<file path="src/rtl/omr_pkg.sv">
// Shared types, state codes and width helpers for the streaming OMR grader.
package omr_pkg;

    localparam logic [1:0] LOAD_KEY = 2'd0;
    localparam logic [1:0] GRADE    = 2'd1;
    localparam logic [1:0] DONE     = 2'd2;

    typedef enum logic [1:0] {
        CORRECT,
        WRONG,
        BLANK
    } ans_class_e;

    localparam logic [31:0] BLANK_CODE = '0;

    function automatic int unsigned cnt_width(input int unsigned num_q);
        return $clog2(num_q + 1);
    endfunction

    // Never returns 0, so a POS_MARK of 0 still yields a legal port width.
    function automatic int unsigned score_width(input int unsigned num_q,
                                                input int unsigned pos_mark);
        int unsigned w;
        w = $clog2(num_q * pos_mark + 1);
        return (w == 0) ? 1 : w;
    endfunction

endpackage

</file>
<file path="src/rtl/omr_stream_grader_if.sv">
// Key-load, answer-stream and result handshakes of the OMR grader.
interface omr_stream_grader_if #(
    parameter int unsigned OPT_W   = 4,
    parameter int unsigned CNT_W   = 4,
    parameter int unsigned SCORE_W = 4
);
    logic               key_reload;
    logic               key_valid;
    logic [OPT_W-1:0]   key_data;
    logic               key_ready;
    logic               key_loaded;
    logic               ans_valid;
    logic [OPT_W-1:0]   ans_data;
    logic               ans_ready;
    logic               res_valid;
    logic               res_ready;
    logic [SCORE_W-1:0] score;
    logic [CNT_W-1:0]   correct_cnt;
    logic [CNT_W-1:0]   wrong_cnt;
    logic [CNT_W-1:0]   blank_cnt;

    modport master (
        output key_reload, key_valid, key_data, ans_valid, ans_data, res_ready,
        input  key_ready, key_loaded, ans_ready, res_valid, score,
               correct_cnt, wrong_cnt, blank_cnt
    );

    modport slave (
        input  key_reload, key_valid, key_data, ans_valid, ans_data, res_ready,
        output key_ready, key_loaded, ans_ready, res_valid, score,
               correct_cnt, wrong_cnt, blank_cnt
    );
endinterface

</file>
<file path="src/rtl/omr_answer_classifier.sv">
// Classifies one marked answer against its key entry; a zero key voids the question.
module omr_answer_classifier
    import omr_pkg::*;
#(
    parameter int unsigned OPT_W = 4
) (
    input  logic [OPT_W-1:0] key,
    input  logic [OPT_W-1:0] ans,
    output ans_class_e       ans_class
);

    always_comb begin
        if (key == OPT_W'(BLANK_CODE)) begin
            ans_class = CORRECT;
        end else if (ans == OPT_W'(BLANK_CODE)) begin
            ans_class = BLANK;
        end else if (ans == key) begin
            ans_class = CORRECT;
        end else begin
            ans_class = WRONG;
        end
    end

endmodule

</file>
<file path="src/rtl/omr_stream_grader.sv">
// Streaming OMR grader: loads a key once, then grades sheets one answer per cycle
// and reports a clamped weighted score per sheet.
module omr_stream_grader
    import omr_pkg::*;
#(
    parameter int unsigned NUM_Q    = 10,
    parameter int unsigned OPT_W    = 4,
    parameter int unsigned POS_MARK = 1,
    parameter int unsigned NEG_MARK = 1,
    parameter int unsigned CNT_W    = cnt_width(NUM_Q),
    parameter int unsigned SCORE_W  = score_width(NUM_Q, POS_MARK)
) (
    input logic                clk,
    input logic                reset_n,
    omr_stream_grader_if.slave bus
);

    localparam int unsigned IDX_W  = (NUM_Q > 1) ? $clog2(NUM_Q) : 1;
    localparam int unsigned CALC_W = SCORE_W + CNT_W + $clog2(NEG_MARK + 1) + 1;
    localparam logic [IDX_W-1:0] LAST_IDX = IDX_W'(NUM_Q - 1);

    logic [1:0]         state_q, state_d;
    logic [IDX_W-1:0]   idx_q, idx_d;
    logic               key_loaded_q, key_loaded_d;
    logic               res_valid_q, res_valid_d;
    logic [SCORE_W-1:0] score_q, score_d;
    logic [CNT_W-1:0]   correct_q, correct_d;
    logic [CNT_W-1:0]   wrong_q, wrong_d;
    logic [CNT_W-1:0]   blank_q, blank_d;
    logic [OPT_W-1:0]   key_mem_q [NUM_Q];
    logic [CALC_W-1:0]  pos_sum, neg_sum;
    logic               key_xfer, ans_xfer;
    ans_class_e         ans_class;

    omr_answer_classifier #(
        .OPT_W(OPT_W)
    ) u_classifier (
        .key      (key_mem_q[idx_q]),
        .ans      (bus.ans_data),
        .ans_class(ans_class)
    );

    assign key_xfer = (state_q == LOAD_KEY) && bus.key_valid && !bus.key_reload;
    assign ans_xfer = (state_q == GRADE) && bus.ans_valid && !bus.key_reload;

    always_comb begin
        state_d      = state_q;
        idx_d        = idx_q;
        key_loaded_d = key_loaded_q;
        res_valid_d  = res_valid_q;
        score_d      = score_q;
        correct_d    = correct_q;
        wrong_d      = wrong_q;
        blank_d      = blank_q;

        if (bus.key_reload) begin
            state_d      = LOAD_KEY;
            idx_d        = '0;
            key_loaded_d = 1'b0;
            res_valid_d  = 1'b0;
            score_d      = '0;
            correct_d    = '0;
            wrong_d      = '0;
            blank_d      = '0;
        end else begin
            case (state_q)
                LOAD_KEY: begin
                    if (key_xfer) begin
                        if (idx_q == LAST_IDX) begin
                            idx_d        = '0;
                            key_loaded_d = 1'b1;
                            state_d      = GRADE;
                        end else begin
                            idx_d = idx_q + IDX_W'(1);
                        end
                    end
                end
                GRADE: begin
                    if (ans_xfer) begin
                        unique case (ans_class)
                            CORRECT: correct_d = correct_q + CNT_W'(1);
                            WRONG:   wrong_d   = wrong_q + CNT_W'(1);
                            BLANK:   blank_d   = blank_q + CNT_W'(1);
                            default: ;
                        endcase
                        if (idx_q == LAST_IDX) begin
                            idx_d       = '0;
                            state_d     = DONE;
                            res_valid_d = 1'b1;
                        end else begin
                            idx_d = idx_q + IDX_W'(1);
                        end
                    end
                end
                DONE: begin
                    if (bus.res_ready) begin
                        state_d     = GRADE;
                        res_valid_d = 1'b0;
                        score_d     = '0;
                        correct_d   = '0;
                        wrong_d     = '0;
                        blank_d     = '0;
                    end
                end
                default: state_d = LOAD_KEY;
            endcase
        end

        // Score is taken from the post-increment counts so it lands with res_valid.
        pos_sum = CALC_W'(correct_d) * CALC_W'(POS_MARK);
        neg_sum = CALC_W'(wrong_d) * CALC_W'(NEG_MARK);
        if (ans_xfer && (idx_q == LAST_IDX)) begin
            score_d = (pos_sum >= neg_sum) ? SCORE_W'(pos_sum - neg_sum) : '0;
        end
    end

    always_ff @(posedge clk) begin
        if (!reset_n) begin
            state_q      <= LOAD_KEY;
            idx_q        <= '0;
            key_loaded_q <= 1'b0;
            res_valid_q  <= 1'b0;
            score_q      <= '0;
            correct_q    <= '0;
            wrong_q      <= '0;
            blank_q      <= '0;
        end else begin
            state_q      <= state_d;
            idx_q        <= idx_d;
            key_loaded_q <= key_loaded_d;
            res_valid_q  <= res_valid_d;
            score_q      <= score_d;
            correct_q    <= correct_d;
            wrong_q      <= wrong_d;
            blank_q      <= blank_d;
        end
    end

    // Key storage survives reset; only the loaded flag is cleared.
    always_ff @(posedge clk) begin
        if (reset_n && key_xfer) begin
            key_mem_q[idx_q] <= bus.key_data;
        end
    end

    assign bus.key_ready   = (state_q == LOAD_KEY);
    assign bus.ans_ready   = (state_q == GRADE) && !bus.key_reload;
    assign bus.key_loaded  = key_loaded_q;
    assign bus.res_valid   = res_valid_q;
    assign bus.score       = score_q;
    assign bus.correct_cnt = correct_q;
    assign bus.wrong_cnt   = wrong_q;
    assign bus.blank_cnt   = blank_q;

endmodule
</file>
<file path="src/flat_wrapper.sv">
// flat-port wrapper written by rule: the top's interface ports become plain ports
module omr_stream_grader_flat import omr_pkg::*;
#(
    parameter int unsigned NUM_Q    = 10,
    parameter int unsigned OPT_W    = 4,
    parameter int unsigned POS_MARK = 1,
    parameter int unsigned NEG_MARK = 1,
    parameter int unsigned CNT_W    = cnt_width(NUM_Q),
    parameter int unsigned SCORE_W  = score_width(NUM_Q, POS_MARK)
)
  (clk, reset_n, bus_key_reload, bus_key_valid, bus_key_data, bus_ans_valid, bus_ans_data, bus_res_ready, bus_key_ready, bus_key_loaded, bus_ans_ready, bus_res_valid, bus_score, bus_correct_cnt, bus_wrong_cnt, bus_blank_cnt);
  omr_stream_grader_if #(.OPT_W(OPT_W), .CNT_W(CNT_W), .SCORE_W(SCORE_W)) bus_i ();
  input logic clk;
  input logic reset_n;
  input wire logic [$bits(bus_i.key_reload)-1:0] bus_key_reload;
  input wire logic [$bits(bus_i.key_valid)-1:0] bus_key_valid;
  input wire logic [$bits(bus_i.key_data)-1:0] bus_key_data;
  input wire logic [$bits(bus_i.ans_valid)-1:0] bus_ans_valid;
  input wire logic [$bits(bus_i.ans_data)-1:0] bus_ans_data;
  input wire logic [$bits(bus_i.res_ready)-1:0] bus_res_ready;
  output wire logic [$bits(bus_i.key_ready)-1:0] bus_key_ready;
  output wire logic [$bits(bus_i.key_loaded)-1:0] bus_key_loaded;
  output wire logic [$bits(bus_i.ans_ready)-1:0] bus_ans_ready;
  output wire logic [$bits(bus_i.res_valid)-1:0] bus_res_valid;
  output wire logic [$bits(bus_i.score)-1:0] bus_score;
  output wire logic [$bits(bus_i.correct_cnt)-1:0] bus_correct_cnt;
  output wire logic [$bits(bus_i.wrong_cnt)-1:0] bus_wrong_cnt;
  output wire logic [$bits(bus_i.blank_cnt)-1:0] bus_blank_cnt;
  assign bus_i.key_reload = bus_key_reload;
  assign bus_i.key_valid = bus_key_valid;
  assign bus_i.key_data = bus_key_data;
  assign bus_i.ans_valid = bus_ans_valid;
  assign bus_i.ans_data = bus_ans_data;
  assign bus_i.res_ready = bus_res_ready;
  assign bus_key_ready = bus_i.key_ready;
  assign bus_key_loaded = bus_i.key_loaded;
  assign bus_ans_ready = bus_i.ans_ready;
  assign bus_res_valid = bus_i.res_valid;
  assign bus_score = bus_i.score;
  assign bus_correct_cnt = bus_i.correct_cnt;
  assign bus_wrong_cnt = bus_i.wrong_cnt;
  assign bus_blank_cnt = bus_i.blank_cnt;
  omr_stream_grader #(.NUM_Q(NUM_Q), .OPT_W(OPT_W), .POS_MARK(POS_MARK), .NEG_MARK(NEG_MARK), .CNT_W(CNT_W), .SCORE_W(SCORE_W)) u_core (.clk(clk), .reset_n(reset_n), .bus(bus_i));
endmodule
</file>
<file path="config.mk">
export PLATFORM = sky130hd
export DESIGN_NAME = omr_stream_grader_flat
export DESIGN_NICKNAME = d
export VERILOG_FILES = /design/src/rtl/omr_pkg.sv /design/src/rtl/omr_stream_grader_if.sv /design/src/rtl/omr_answer_classifier.sv /design/src/rtl/omr_stream_grader.sv /design/src/flat_wrapper.sv
export SDC_FILE = /design/constraint.sdc
export NUM_CORES = 1
export LEC_CHECK = 0
export BUFFER_PORTS_ARGS = -buffer_cell sky130_fd_sc_hd__buf_2
export CAP_MARGIN = 10
export CELL_PAD_IN_SITES_DETAIL_PLACEMENT = 0
export CELL_PAD_IN_SITES_GLOBAL_PLACEMENT = 1
export CORE_UTILIZATION = 35
export CTS_BUF_LIST = sky130_fd_sc_hd__clkbuf_8 sky130_fd_sc_hd__clkbuf_16
export DETAILED_ROUTE_END_ITERATION = 16
export PLACE_DENSITY = 0.68
export SLEW_MARGIN = 10
export SYNTH_ARGS = -nofsm -noshare
export SYNTH_HDL_FRONTEND = slang
export SYNTH_SLANG_ARGS = --single-unit
export TNS_END_PERCENT = 50
</file>
<file path="constraint.sdc">
create_clock -name clk -period 5 [get_ports clk]
set_input_delay 0.25 -clock clk [delete_from_list [all_inputs] [get_ports clk]]
set_output_delay 0.25 -clock clk [all_outputs]
set_load 0.01 [all_outputs]
</file>
# After elaboration in Yosys (flattened, before gate mapping)

Memories as Yosys holds them, arrays and structs flattened. A register that Yosys moved wholly into a read port is not among the register bits.
Index checks and enable logic that the tools add are counted.

Memory bits (writable): 40
Output and inout port bits: 20
Memories kept: 1
Bits in registers: 24

Memory list:

| name             | depth | width | rd ports | clocked after memory_dff | wr ports | line                    | source |
|---|---|---|---|---|---|---|---|
| u_core.key_mem_q | 10    | 4     | 1        | 1                        | 1        | omr_stream_grader.sv:30 | `logic [OPT_W-1:0] key_mem_q [NUM_Q];` |

Bitwise gates (word level): 1
Reduce and logical (&&, ||, !) cells: 23
Order comparisons: 1
Multiplexer cells: 39
Equal/unequal tests: 12
Add/sub/neg operators: 5

Operator list:

| operator                                              | count |
|---|---|
| two-way mux 4 bit                                     | 20 |
| one-hot mux 4 bit (2 select lines)                    | 4 |
| adder 4 x 1 -> 4 bit, second input constant           | 4 |
| two-way mux 2 bit                                     | 7 |
| logical NOT 4 bit                                     | 2 |
| AND reduction 4 bit                                   | 2 |
| logical AND 1 bit                                     | 7 |
| two-way mux 1 bit                                     | 6 |
| inequality test 2 x 1 -> 1 bit, second input constant | 3 |
| inequality test 2 bit, second input constant          | 3 |
| one-hot mux 2 bit (3 select lines)                    | 1 |
| AND reduction 3 bit                                   | 2 |
| nonzero test 3 bit                                    | 2 |
| AND reduction 5 bit                                   | 1 |
| equality test 2 x 1 -> 1 bit, second input constant   | 2 |
| equality test 2 bit, second input constant            | 2 |
| equality test 4 bit                                   | 1 |
| equality test 4 bit, second input constant            | 1 |
| greater-or-equal comparator 4 bit                     | 1 |
| logical NOT 2 bit                                     | 2 |
| nonzero test 2 bit                                    | 2 |
| subtractor 4 bit                                      | 1 |
| one-hot mux 1 bit (2 select lines)                    | 1 |
| AND reduction 2 bit                                   | 1 |
| 3 further kinds                                       | 3 |

# Depth between registers and ports, before layout

Gate-level depths: netlist (run 1).

Depth after elaboration: 12
Gate-level depth with buffers: 21

# Modules after synthesis

A second synthesis (run 1) with hierarchy kept.

Cell total of the unflattened synthesis: 297
Area, all modules: 3379.5 um2

Modules (own cells, without submodules):

| module                | cells each | area each (um2) | times used |
|---|---|---|---|
| omr_stream_grader     | 288        | 3314.4          | 1 |
| omr_answer_classifier | 9          | 65.1            | 1 |

# Worst setup path before layout (run 1)

OpenSTA, ideal clock, no wires.

Path kind: reg2reg
Start: reg with a tool-made name
End: reg u_core.score_q[0] (netlist: u_core.bus.score[0])
Clock period less this slack: 3.407 ns
Slack: 1.593 ns
Cell stages (with the launch flop): 19
Data arrival time: 3.341 ns
Buffers on the path: 3
Cell sequence: dfxtp_1 -> buf_4 -> buf_12 -> buf_2 -> or4b_1 -> o31ai_2 -> nor3_1 -> a21oi_1 -> nor2b_1 -> mux2i_1 -> ha_1 -> fa_1 -> nand2_1 -> a21oi_1 -> nor2b_1 -> o21ai_0 -> nor2_1 -> a21oi_1 -> nor2_1

RTL lines:

| element              | line                     | source |
|---|---|---|
| to (signal assigned) | omr_stream_grader.sv:132 | `score_q <= score_d;` |
| to (decl)            | omr_stream_grader.sv:26  | `logic [SCORE_W-1:0] score_q, score_d;` |

==> reports/results.ini, run 1 <==
[power]
p_sw_mw = 0.252
p_leak_nw = 1.30
swShare_pct = 22.9
sequentialPowerShare_pct = 54.4
power.density_mw_per_mm2 = 295
internal_power_mw = 0.846
peakVddDrop_v = 0.000133
pwr-share-comb_pct = 3.6
clkPwrFrac_pct = 42.0

[clock_network]
htree_levels = 3
cts_tree = yes
clkSinkCount = 68
cts_buffers = 9
post_cts_buffers = 0
cts.clk_slew.worst_paths_ns = 0.08
clk_latency_ns = 0.33
clockRootBuffer = clkbuf_8
cts_hold_buf = 0
clock_path_buffers = 2
cts-resized-gates = 0

[logic_synthesis]
yosysUniqueCellTypes = 47
synth-simple-area-share_pct = 17.2
postSynth.asyncResetShare_pct = 0
synth_edf_count = 40
yosys_warnings = 0
synth_cells = 290
syn_nets = 315
syn_avg_cell_area_um2 = 11.3
syn_area_mm2 = 0.00326
synth_adder_area_share_pct = 4.45
synthMuxAreaShare_pct = 9.35
yosys_most_used_dff = edfxtp_1
yosys.area_share.xor_xnor_pct = 3.22
synth_top_family_by_area = simple AND/OR/NAND/NOR gates
synth_compound_area_share_pct = 9.05
synth_seq_cells = 68
synth-seq-area-share_pct = 54.0

[setup_path]
worst-setup-path-type = flop to flop
critPathLaunchType = flop
end_kind = flop
cp_max_fo = 22
worstPathArrival_ns = 4.56
cp.required_ns = 5.22

[run]
cap_violations = 0

[finish]
layout.nets = 353
area_delta_synth_final_pct = 14.2
stdcell_area_mm2 = 0.00373
diodes = 0
nFillCells = 848
seqCellArea_mm2 = 0.00176
drive_gt1_share_pct = 17.1
multi_input_area_mm2 = 0.00141

[detailed_routing]
first_iter_violations = 135
vias = 2290
route.detailed.wl_per_inst_um = 15.1
first_pass_iters = 4
viasPerCell = 5.19
routed_wl_um = 6680
drtAntennaViolNets = 0
route.detailed.drc = 0

[placed_design]
hpwlAfterDp_um = 5180
placed_cell_area_mm2 = 0.00352
io_buffer_count = 33
gp_congestion = 0.793

[floorplanning]
die-height_um = 98.6
coreArea_mm2 = 0.00889
dieArea_mm2 = 0.00972
die_w_um = 98.6
fp-row-count = 34
start_util_pct = 36.7
ios = 34

[sta]
finalHoldViolCount = 0
setup_viol_count_final = 0
finalSetupTns_ns = 0
finalMaxSlewViolations = 0
period_share_pct = 86.8
clock.fmax_ghz = 0.230
finalClockSkew_ns = 0.00845
slew_headroom_pct = 23.0
tightestPinTransition_ns = 1.15
rsz0062_at_grt = false
period_needed_ns = 4.34

[hold_path]
min_path_type = primary input to flop

[global_routing]
antenna_found_initial = 0
grt-ovfl-total = 0
grt_pass1_vias = 2269
grt_start_max_net_pins = 23
grt_first_pass_wirelength_um = 11300
grtUsageTotal_pct = 15.0

[run_status]
status = completed

## state kept, by name (all words and copies together), names as in the netlist, named ones only
signal                  count
u_core.bus.res_valid        1
u_core.bus.key_loaded       1
u_core.state_q              2
u_core.bus.score            4
u_core.bus.correct_cnt      4
u_core.bus.blank_cnt        4
u_core.idx_q                4
u_core.bus.wrong_cnt        4
u_core.key_mem_q           40
## cells in the final DEF, fill, tap and decap left out, types with 2 or more instances in the layout
cell,count
inv_6,4
nor3_1,5
and2_1,3
ha_1,10
a21o_1,2
nor2b_1,7
inv_1,10
nand2_1,22
nand3b_1,3
clkinvlp_4,2
xor2_1,5
a32o_1,2
edfxtp_1,40
a21oi_1,13
a211oi_1,2
nor2_1,32
or3_1,3
mux4_2,2
nand4_1,3
nand2b_1,9
o221ai_1,2
nor3b_1,3
o31ai_1,2
xnor2_1,7
o21a_1,3
o22ai_1,2
nor4_1,4
nand3_1,11
dfxtp_1,28
buf_2,33
clkbuf_8,9
o21ai_0,4
a22oi_1,5
mux2i_1,26
## layer usage
metal | vias to the layer above | global-route usage, % | routed length, µm
met4 | 0 | 5.28 | 61
li1 | 1142 | - | -
met1 | 1112 | 20.9 | 3410
met3 | 4 | 3.62 | 200
met2 | 32 | 23.0 | 3010
met5 | - | 0 | 0
## cell type report
cell class | count | share of cell area [%]
Sequential cell | 68 | 47.2
Multi-Input combinational cell | 204 | 37.9
Timing Repair Buffer | 34 | 4.63
Tap cell | 108 | 3.62
Clock buffer | 9 | 3.32
Clock inverter | 7 | 2.15
Inverter | 11 | 1.11
## per-stage QoR
step,cells,setup slack [ns],utilization (%),power [mW],hold slack (ns)
floorplan,290,1.59,-,0.634,0.349
global placement,425,0.731,39.6,0.650,0.450
detailed placement,425,0.624,39.6,0.650,0.465
CTS,441,0.619,41.9,1.11,0.195
global route,441,0.117,41.9,1.14,0.193
finish,441,0.658,41.9,1.10,0.218
## worst max-delay path: stages (launching register included)
cell,delay (ns)
dfxtp_1,1.09
mux2i_1,0.20
mux4_2,0.52
nor2b_1,0.15
and4_4,0.21
nor3_1,0.26
a21oi_1,0.15
nor2b_1,0.16
a22oi_1,0.32
inv_1,0.09
ha_1,0.30
nand2_1,0.07
nand2_1,0.05
a21oi_1,0.16
nor2b_1,0.07
o21ai_0,0.20
nor2_1,0.06
a21oi_1,0.11
nor2_1,0.06
## cells in the mapped netlist (4+ instances only)
cell type	instances	area [µm²]
nand3_1	11	55.1
nor4_1	4	25.0
nand2b_1	9	56.3
clkbuf_1	4	15.0
xor2_1	5	43.8
inv_1	10	37.5
xnor2_1	7	61.3
dfxtp_1	28	561
mux2i_1	26	260
a21oi_1	13	65.1
a22oi_1	5	37.5
o21ai_0	4	20.0
nor3_1	5	25.0
ha_1	10	125
nor2_1	32	120
nand2_1	22	82.6
nor2b_1	7	43.8
edfxtp_1	40	1200
## final timing paths
check	startpoint	to	slack, ns	depth (start not counted)
min	reset_n	u_core.bus.wrong_cnt[2]$_SDFF_PN0_	0.22	2
max reg2reg	flop	u_core.bus.score[0]$_SDFFE_PN0P_	0.66	18
max	flop	u_core.bus.score[0]$_SDFFE_PN0P_	0.66	18
min reg2reg	u_core.bus.res_valid$_SDFFE_PP0P_	u_core.bus.res_valid$_SDFFE_PP0P_	0.48	2
## power by group through the flow
stage	clock [mW]	combinational, mW	sequential, mW
after floorplan	0	0.0272	0.607
after global placement	0	0.0399	0.610
after detailed placement	0	0.0398	0.610
after CTS	0.476	0.0399	0.597
after global routing	0.502	0.0437	0.598
final	0.462	0.0395	0.597
## logic make-up (layout without fill, tap and decap cells)
logic type               count (synthesis)  after routing
flip-flops                              68             68
buffers and inverters                   18             61
AND/OR/NAND/NOR                        110            110
adder cells (fa/ha/maj)                 11             11
AO/OA/AOI/OAI                           43             43
XOR/XNOR                                12             12
multiplexers                            28             28
No activity file was read; power rests on OpenSTA's default activity.
==> run 2, diff against run 1 <==
Settings changed: BUFFER_PORTS_ARGS -buffer_cell sky130_fd_sc_hd__buf_2 to -buffer_cell sky130_fd_sc_hd__buf_4.
==> reports/results.ini, run 2 (synthesized netlist as in run 1, its figures left out) <==
[placed_design]
gp_congestion = 0.816  ; +2.9%
hpwlAfterDp_um = 5200  ; +0.33%
io_buffer_count = 33  ; unchanged

[sta]
finalClockSkew_ns = 0.00615  ; -0.00230 ns
setup_viol_count_final = 0  ; unchanged
tightestPinTransition_ns = 1.17  ; +0.0197 ns
finalHoldViolCount = 0  ; unchanged
period_needed_ns = 4.43  ; +0.0889 ns
slew_headroom_pct = 21.7  ; -1.3 points
period_share_pct = 88.6  ; +1.8 points
finalMaxSlewViolations = 0  ; unchanged
rsz0062_at_grt = false
finalSetupTns_ns = 0  ; unchanged
clock.fmax_ghz = 0.226  ; -2.0%

[finish]
nFillCells = 834  ; -1.7%
layout.nets = 353  ; unchanged
final_cell_mix = edfxtp_1 (40), buf_4 (34), nor2_1 (32)
drive_gt1_share_pct = 17.1  ; unchanged
final_util_pct = 42.9  ; +0.94 points
final_common_cell = edfxtp_1
area_delta_synth_final_pct = 16.8
top_register = u_core.key_mem_q
largest_register_ffs = 40  ; unchanged
diodes = 0  ; unchanged

[detailed_routing]
route.detailed.wl_per_inst_um = 15.9  ; +5.0%
viasPerCell = 5.17  ; -0.39%
first_pass_iters = 4  ; unchanged
vias = 2281  ; -0.39%
routed_wl_um = 7010  ; +5.0%
route.detailed.drc = 0  ; unchanged
first_iter_violations = 109  ; -19%
drtAntennaViolNets = 0  ; unchanged

[setup_path]
reg2reg_to = u_core.bus.score[0]$_SDFFE_PN0P_
end_kind = flop
r2r_slack_ns = 0.57  ; -0.09 ns
critPathLaunchType = flop
worstPathArrival_ns = 4.67  ; +0.11 ns
r2r_cells = 18  ; unchanged
endpoint = u_core.bus.score[0]$_SDFFE_PN0P_
worst-setup-path-type = flop to flop
cp_max_fo = 22  ; unchanged
cp.required_ns = 5.24  ; +0.02 ns

[clock_network]
cts.clk_slew.worst_paths_ns = 0.08  ; about the same
cts_tree = yes
clkSinkCount = 68  ; unchanged
cts-resized-gates = 0  ; unchanged
post_cts_buffers = 0  ; unchanged
clockRootBuffer = clkbuf_8
clk_latency_ns = 0.35  ; +0.02 ns
cts_hold_buf = 0  ; unchanged
cts_buffers = 9  ; unchanged
htree_levels = 3  ; unchanged
clock_path_buffers = 2  ; unchanged

[floorplanning]
dieArea_mm2 = 0.00972  ; unchanged
die-height_um = 98.6  ; unchanged
start_util_pct = 36.7  ; unchanged
fp-row-count = 34  ; unchanged
die_w_um = 98.6  ; unchanged
coreArea_mm2 = 0.00889  ; unchanged
ios = 34  ; unchanged

[power]
power.density_mw_per_mm2 = 292  ; -0.81%
peakVddDrop_v = 0.000156  ; +17%
p_leak_nw = 1.31  ; +1.1%

[global_routing]
antenna_found_initial = 0  ; unchanged
grt-ovfl-total = 0  ; unchanged
grt_first_pass_wirelength_um = 11700  ; +3.5%
grtUsageTotal_pct = 15.8  ; +0.80 points
grt_pass1_vias = 2189  ; -3.5%
grt_start_max_net_pins = 23  ; unchanged

[run_status]
status = completed

[run]
cap_violations = 0  ; unchanged

[hold_path]
min_path_type = primary input to flop

==> run 2: cell count changes in the layout (fill, tap and decap cells not counted) <==
cell / before / now
buf_2: 33 / 0
buf_4: 1 / 34
clkinv_4: 0 / 1
clkinvlp_4: 2 / 1
==> run 2: area by class of cell <==
cell class                 count  area (µm²)  share of cell area (%)
sequential                    68        1760                    46.2
timing repair buffer          34         255                    6.70
clock buffer                   9         124                    3.25
tap                          108         135                    3.54
inverter                      11        41.3                    1.08
multi-input combinational    204        1410                    37.1
clock inverter                 7        81.3                    2.13
==> run 2: critical path: stages (launching register included) <==
cell and delay [ns]:
dfxtp_1 1.10, mux2i_1 0.18, mux4_2 0.55, nor2b_1 0.15
and4_4 0.20, nor3_1 0.29, a21oi_1 0.16, nor2b_1 0.17
a22oi_1 0.34, inv_1 0.09, ha_1 0.30, nand2_1 0.07
nand2_1 0.05, a21oi_1 0.13, nor2b_1 0.07, o21ai_0 0.22
nor2_1 0.07, a21oi_1 0.12, nor2_1 0.05
==> run 2: report_power, final <==
| group | internal [mW] | total, mW | switching (mW) |
|---|---|---|---|
| combinational | 0.0192 | 0.0429 | 0.0237 |
| sequential | 0.593 | 0.597 | 0.00427 |
| clock | 0.238 | 0.474 | 0.236 |
| total | 0.850 | 1.11 | 0.264 |
==> run 2: worst min path at each step <==
stage                                        from                                  to  slack [ns]  cells past startpoint
2_1_floorplan                     bus_key_data[0]    u_core.key_mem_q[0][0]$_DFFE_PP_        0.35                      0
3_3_place_gp   u_core.bus.key_loaded$_SDFFE_PP0P_  u_core.bus.key_loaded$_SDFFE_PP0P_        0.46                      2
3_5_place_dp   u_core.bus.key_loaded$_SDFFE_PP0P_  u_core.bus.key_loaded$_SDFFE_PP0P_        0.47                      2
4_1_cts                           bus_key_data[2]    u_core.key_mem_q[9][2]$_DFFE_PP_        0.14                      1
5_1_grt                           bus_key_data[0]    u_core.key_mem_q[6][0]$_DFFE_PP_        0.14                      1
6_report                          bus_key_data[0]    u_core.key_mem_q[6][0]$_DFFE_PP_        0.15                      1
==> run 2: layer usage <==
layer	track usage, %	wire (µm)
met3	4.89	386
met5	0	0
met1	22.6	3520
met2	23.3	3020
met4	4.13	81
==> run 2: metrics by stage <==
| stage | hold WS (ns) | instance area [µm²] | power [mW] | instances | setup slack, ns |
|---|---|---|---|---|---|
| floorplan | 0.349 | 3260 | 0.634 | 290 | 1.59 |
| global placement | 0.457 | 3610 | 0.653 | 425 | 0.710 |
| detailed placement | 0.468 | 3610 | 0.653 | 425 | 0.565 |
| CTS | 0.139 | 3810 | 1.12 | 441 | 0.539 |
| global route | 0.135 | 3810 | 1.15 | 441 | 0.00410 |
| finish | 0.150 | 3810 | 1.11 | 441 | 0.569 |
==> run 3, diff against run 2 <==
Settings changed: SYNTH_HIERARCHICAL set to 1.
==> reports/results.ini, run 3 <==
[run_status]
status = completed

[setup_path]
cpMostUsedCell = o21ai_0
crit_slowest_cell = dfxtp_1
r2r_slack_ns = 0.63  ; +0.06 ns
cp.required_ns = 5.27  ; +0.03 ns
max_stage_delay_ns = 0.67  ; -0.43 ns
cp_max_fo = 9  ; -59%
crit_buf_inv = 0  ; -1
end_kind = flop
r2r_cells = 15  ; -3
worst-setup-path-type = flop to flop
crit_cells = 15  ; -3
worstPathArrival_ns = 4.64  ; -0.03 ns
reg2reg_to = u_core/bus.score[3]$_SDFFE_PN0P_
cp_top_family = simple AND/OR/NAND/NOR gates
endpoint = u_core/bus.score[3]$_SDFFE_PN0P_
crit_chain = mux4_2 -> a22oi_1 -> nand2_1 -> nor4_1 -> nor2b_1 -> nor2b_1 -> a21oi_1 -> o21ai_0 -> o21ai_0 -> ha_1 -> fa_1 -> a21boi_0 -> o21ai_0 -> nand4_1 -> o2bb2ai_1
critPathLaunchType = flop

[floorplanning]
ios = 34  ; unchanged
fp-row-count = 35  ; +2.9%
coreArea_mm2 = 0.00928  ; +4.4%
dieArea_mm2 = 0.0101  ; +3.5%
start_util_pct = 36.4  ; -0.31 points
die-height_um = 100  ; +1.7%
die_w_um = 100  ; +1.7%

[logic_synthesis]
synth_compound_area_share_pct = 15.5  ; +6.4 points
yosysUniqueCellTypes = 60  ; +28%
syn_avg_cell_area_um2 = 11.4  ; +1.1%
synth_edf_count = 40  ; unchanged
yosys_most_used_dff = edfxtp_1
synth-simple-area-share_pct = 16.3  ; -0.96 points
synth_seq_cells = 68  ; unchanged
syn_nets = 323  ; +2.5%
synth_commonest_cells = edfxtp_1 (40), dfxtp_1 (28), nand2_1 (24)
syn_area_mm2 = 0.00338  ; +3.5%
synth-seq-area-share_pct = 52.1  ; -1.8 points
yosys.cell_count.top_type = edfxtp_1
yosys.area.top_type = edfxtp_1
yosys_warnings = 6  ; +6
synth_top_family_by_area = simple AND/OR/NAND/NOR gates
postSynth.asyncResetShare_pct = 0  ; unchanged
synthTopCellsByArea = edfxtp_1 (36%), dfxtp_1 (17%), mux4_2 (5.3%)
synthDominantCellAreaShare_pct = 35.5  ; -1.3 points
yosys.area_share.xor_xnor_pct = 2.07  ; -1.1 points
synth_cells = 297  ; +2.4%
synthMuxAreaShare_pct = 6.63  ; -2.7 points
synth_adder_area_share_pct = 4.66  ; +0.22 points

[run]
cap_violations = 0  ; unchanged

[finish]
area_delta_synth_final_pct = 16.3
layout.nets = 353  ; unchanged
largest_register_ffs = 40  ; unchanged
multi_input_area_mm2 = 0.00153  ; +7.9%
seqCellArea_mm2 = 0.00176  ; unchanged
drive_gt1_share_pct = 19.3  ; +2.2 points
nFillCells = 916  ; +9.8%
final_common_cell = edfxtp_1
top_register = u_core/key_mem_q
diodes = 0  ; unchanged
final_cell_mix = edfxtp_1 (40), buf_4 (34), dfxtp_1 (28)
final_cell_count_no_fill = 461  ; +4.5%

[sta]
timing.hold.ws_ns = 0.153  ; +0.00272 ns
period_share_pct = 87.5  ; -1.2 points
finalMaxSlewViolations = 0  ; unchanged
setup_viol_count_final = 0  ; unchanged
finalHoldViolCount = 0  ; unchanged
finalClockSkew_ns = 0.0125  ; +0.00632 ns
clock.fmax_ghz = 0.229  ; +1.3%
rsz0062_at_grt = false
slew_headroom_pct = 49.4  ; +28 points
period_needed_ns = 4.37  ; -0.0579 ns
finalSetupTns_ns = 0  ; unchanged
tightestPinTransition_ns = 0.759  ; -0.414 ns

[global_routing]
grt-ovfl-total = 0  ; unchanged
grtUsageTotal_pct = 16.0  ; +0.18 points
grt_first_pass_wirelength_um = 12200  ; +4.4%
grt_pass1_vias = 2369  ; +8.2%
antenna_found_initial = 0  ; unchanged
grt_start_max_net_pins = 20  ; -13%

[detailed_routing]
first_pass_iters = 4  ; unchanged
vias = 2422  ; +6.2%
viasPerCell = 5.25  ; +1.6%
routed_wl_um = 7450  ; +6.3%
route.detailed.wl_per_inst_um = 16.2  ; +1.7%
route.detailed.drc = 0  ; unchanged
first_iter_violations = 98  ; -10%
drtAntennaViolNets = 0  ; unchanged

[placed_design]
gp_congestion = 0.767  ; -6.1%
hpwlAfterDp_um = 5510  ; +6.0%
io_buffer_count = 33  ; unchanged
numPlacedInstances = 445  ; +4.7%

[clock_network]
cts.clk_slew.worst_paths_ns = 0.08  ; about the same
cts_buffers = 9  ; unchanged
htree_levels = 3  ; unchanged
clk_latency_ns = 0.34  ; about the same
cts_hold_buf = 0  ; unchanged
clockRootBuffer = clkbuf_8
post_cts_buffers = 0  ; unchanged
cts_tree = yes
clock_path_buffers = 2  ; unchanged
cts-resized-gates = 0  ; unchanged
clkSinkCount = 68  ; unchanged

[power]
power.density_mw_per_mm2 = 279  ; -4.6%
peakVddDrop_v = 0.000146  ; -6.6%
p_leak_nw = 1.38  ; +5.3%

[hold_path]
min_path_type = primary input to flop

==> run 3: cell types whose count changed in the layout (fill, tap and decap cells not counted), moves of 6 or more <==
cell,change
a31oi_1,+6
mux2i_1,-25
mux4_2,+6
nand3_1,-6
nor2_1,-13
nor3_1,+7
o21ai_0,+11
==> run 3: cell type report <==
cell class                      count  share of cell area [%]
Clock buffer                        9                    3.15
Inverter                            7                   0.669
Tap cell                          129                    4.11
Clock inverter                      7                    1.91
Timing Repair Buffer               34                    6.50
Multi-Input combinational cell    207                    38.8
Sequential cell                    68                    44.8
==> run 3: how the worst min path moves through the flow <==
stage,startpoint,end,depth (start not counted)
2_1_floorplan,bus_key_data[0],u_core/key_mem_q[0][0]$_DFFE_PP_,0
3_3_place_gp,u_core/bus.score[3]$_SDFFE_PN0P_,u_core/bus.score[3]$_SDFFE_PN0P_,1
3_5_place_dp,u_core/bus.res_valid$_SDFFE_PP0P_,u_core/bus.res_valid$_SDFFE_PP0P_,2
4_1_cts,bus_key_data[3],u_core/key_mem_q[0][3]$_DFFE_PP_,1
5_1_grt,bus_key_data[3],u_core/key_mem_q[0][3]$_DFFE_PP_,1
6_report,bus_key_data[3],u_core/key_mem_q[0][3]$_DFFE_PP_,1
==> run 3: cells by family (layout without fill, tap and decap cells) <==
family                     count (synthesis)  in the layout
AOI/OAI and AO/OA                         74             74
adders and majority gates                 12             12
and+or+nand+nor                          101            101
DFF                                       68             68
buffers and inverters                     22             57
muxes                                     12             12
xor gates and xnor gates                   8              8
==> run 3: through the flow <==
step | total power [mW] | utilization (%) | instance area (µm²) | setup WS (ns)
2_1_floorplan | 0.635 | - | 3380 | 1.10
3_3_place_gp | 0.656 | 40.2 | 3730 | 0.690
3_5_place_dp | 0.656 | 40.2 | 3730 | 0.617
4_1_cts | 1.11 | 42.3 | 3930 | 0.605
5_1_grt | 1.14 | 42.3 | 3930 | 0.0672
6_report | 1.10 | 42.3 | 3930 | 0.627
==> run 3: power breakdown <==
| group | switching (mW) | internal, mW | leakage (nW) | total [mW] |
|---|---|---|---|---|
| sequential | 0.00286 | 0.593 | 0.586 | 0.596 |
| clock | 0.220 | 0.233 | 0.0939 | 0.452 |
| combinational | 0.0273 | 0.0195 | 0.704 | 0.0467 |
==> run 3: layer usage <==
metal	global-route usage (%)	wire, µm
met5	0	0
met4	5.69	100
met3	3.69	286
met2	23.6	3290
met1	23.0	3770
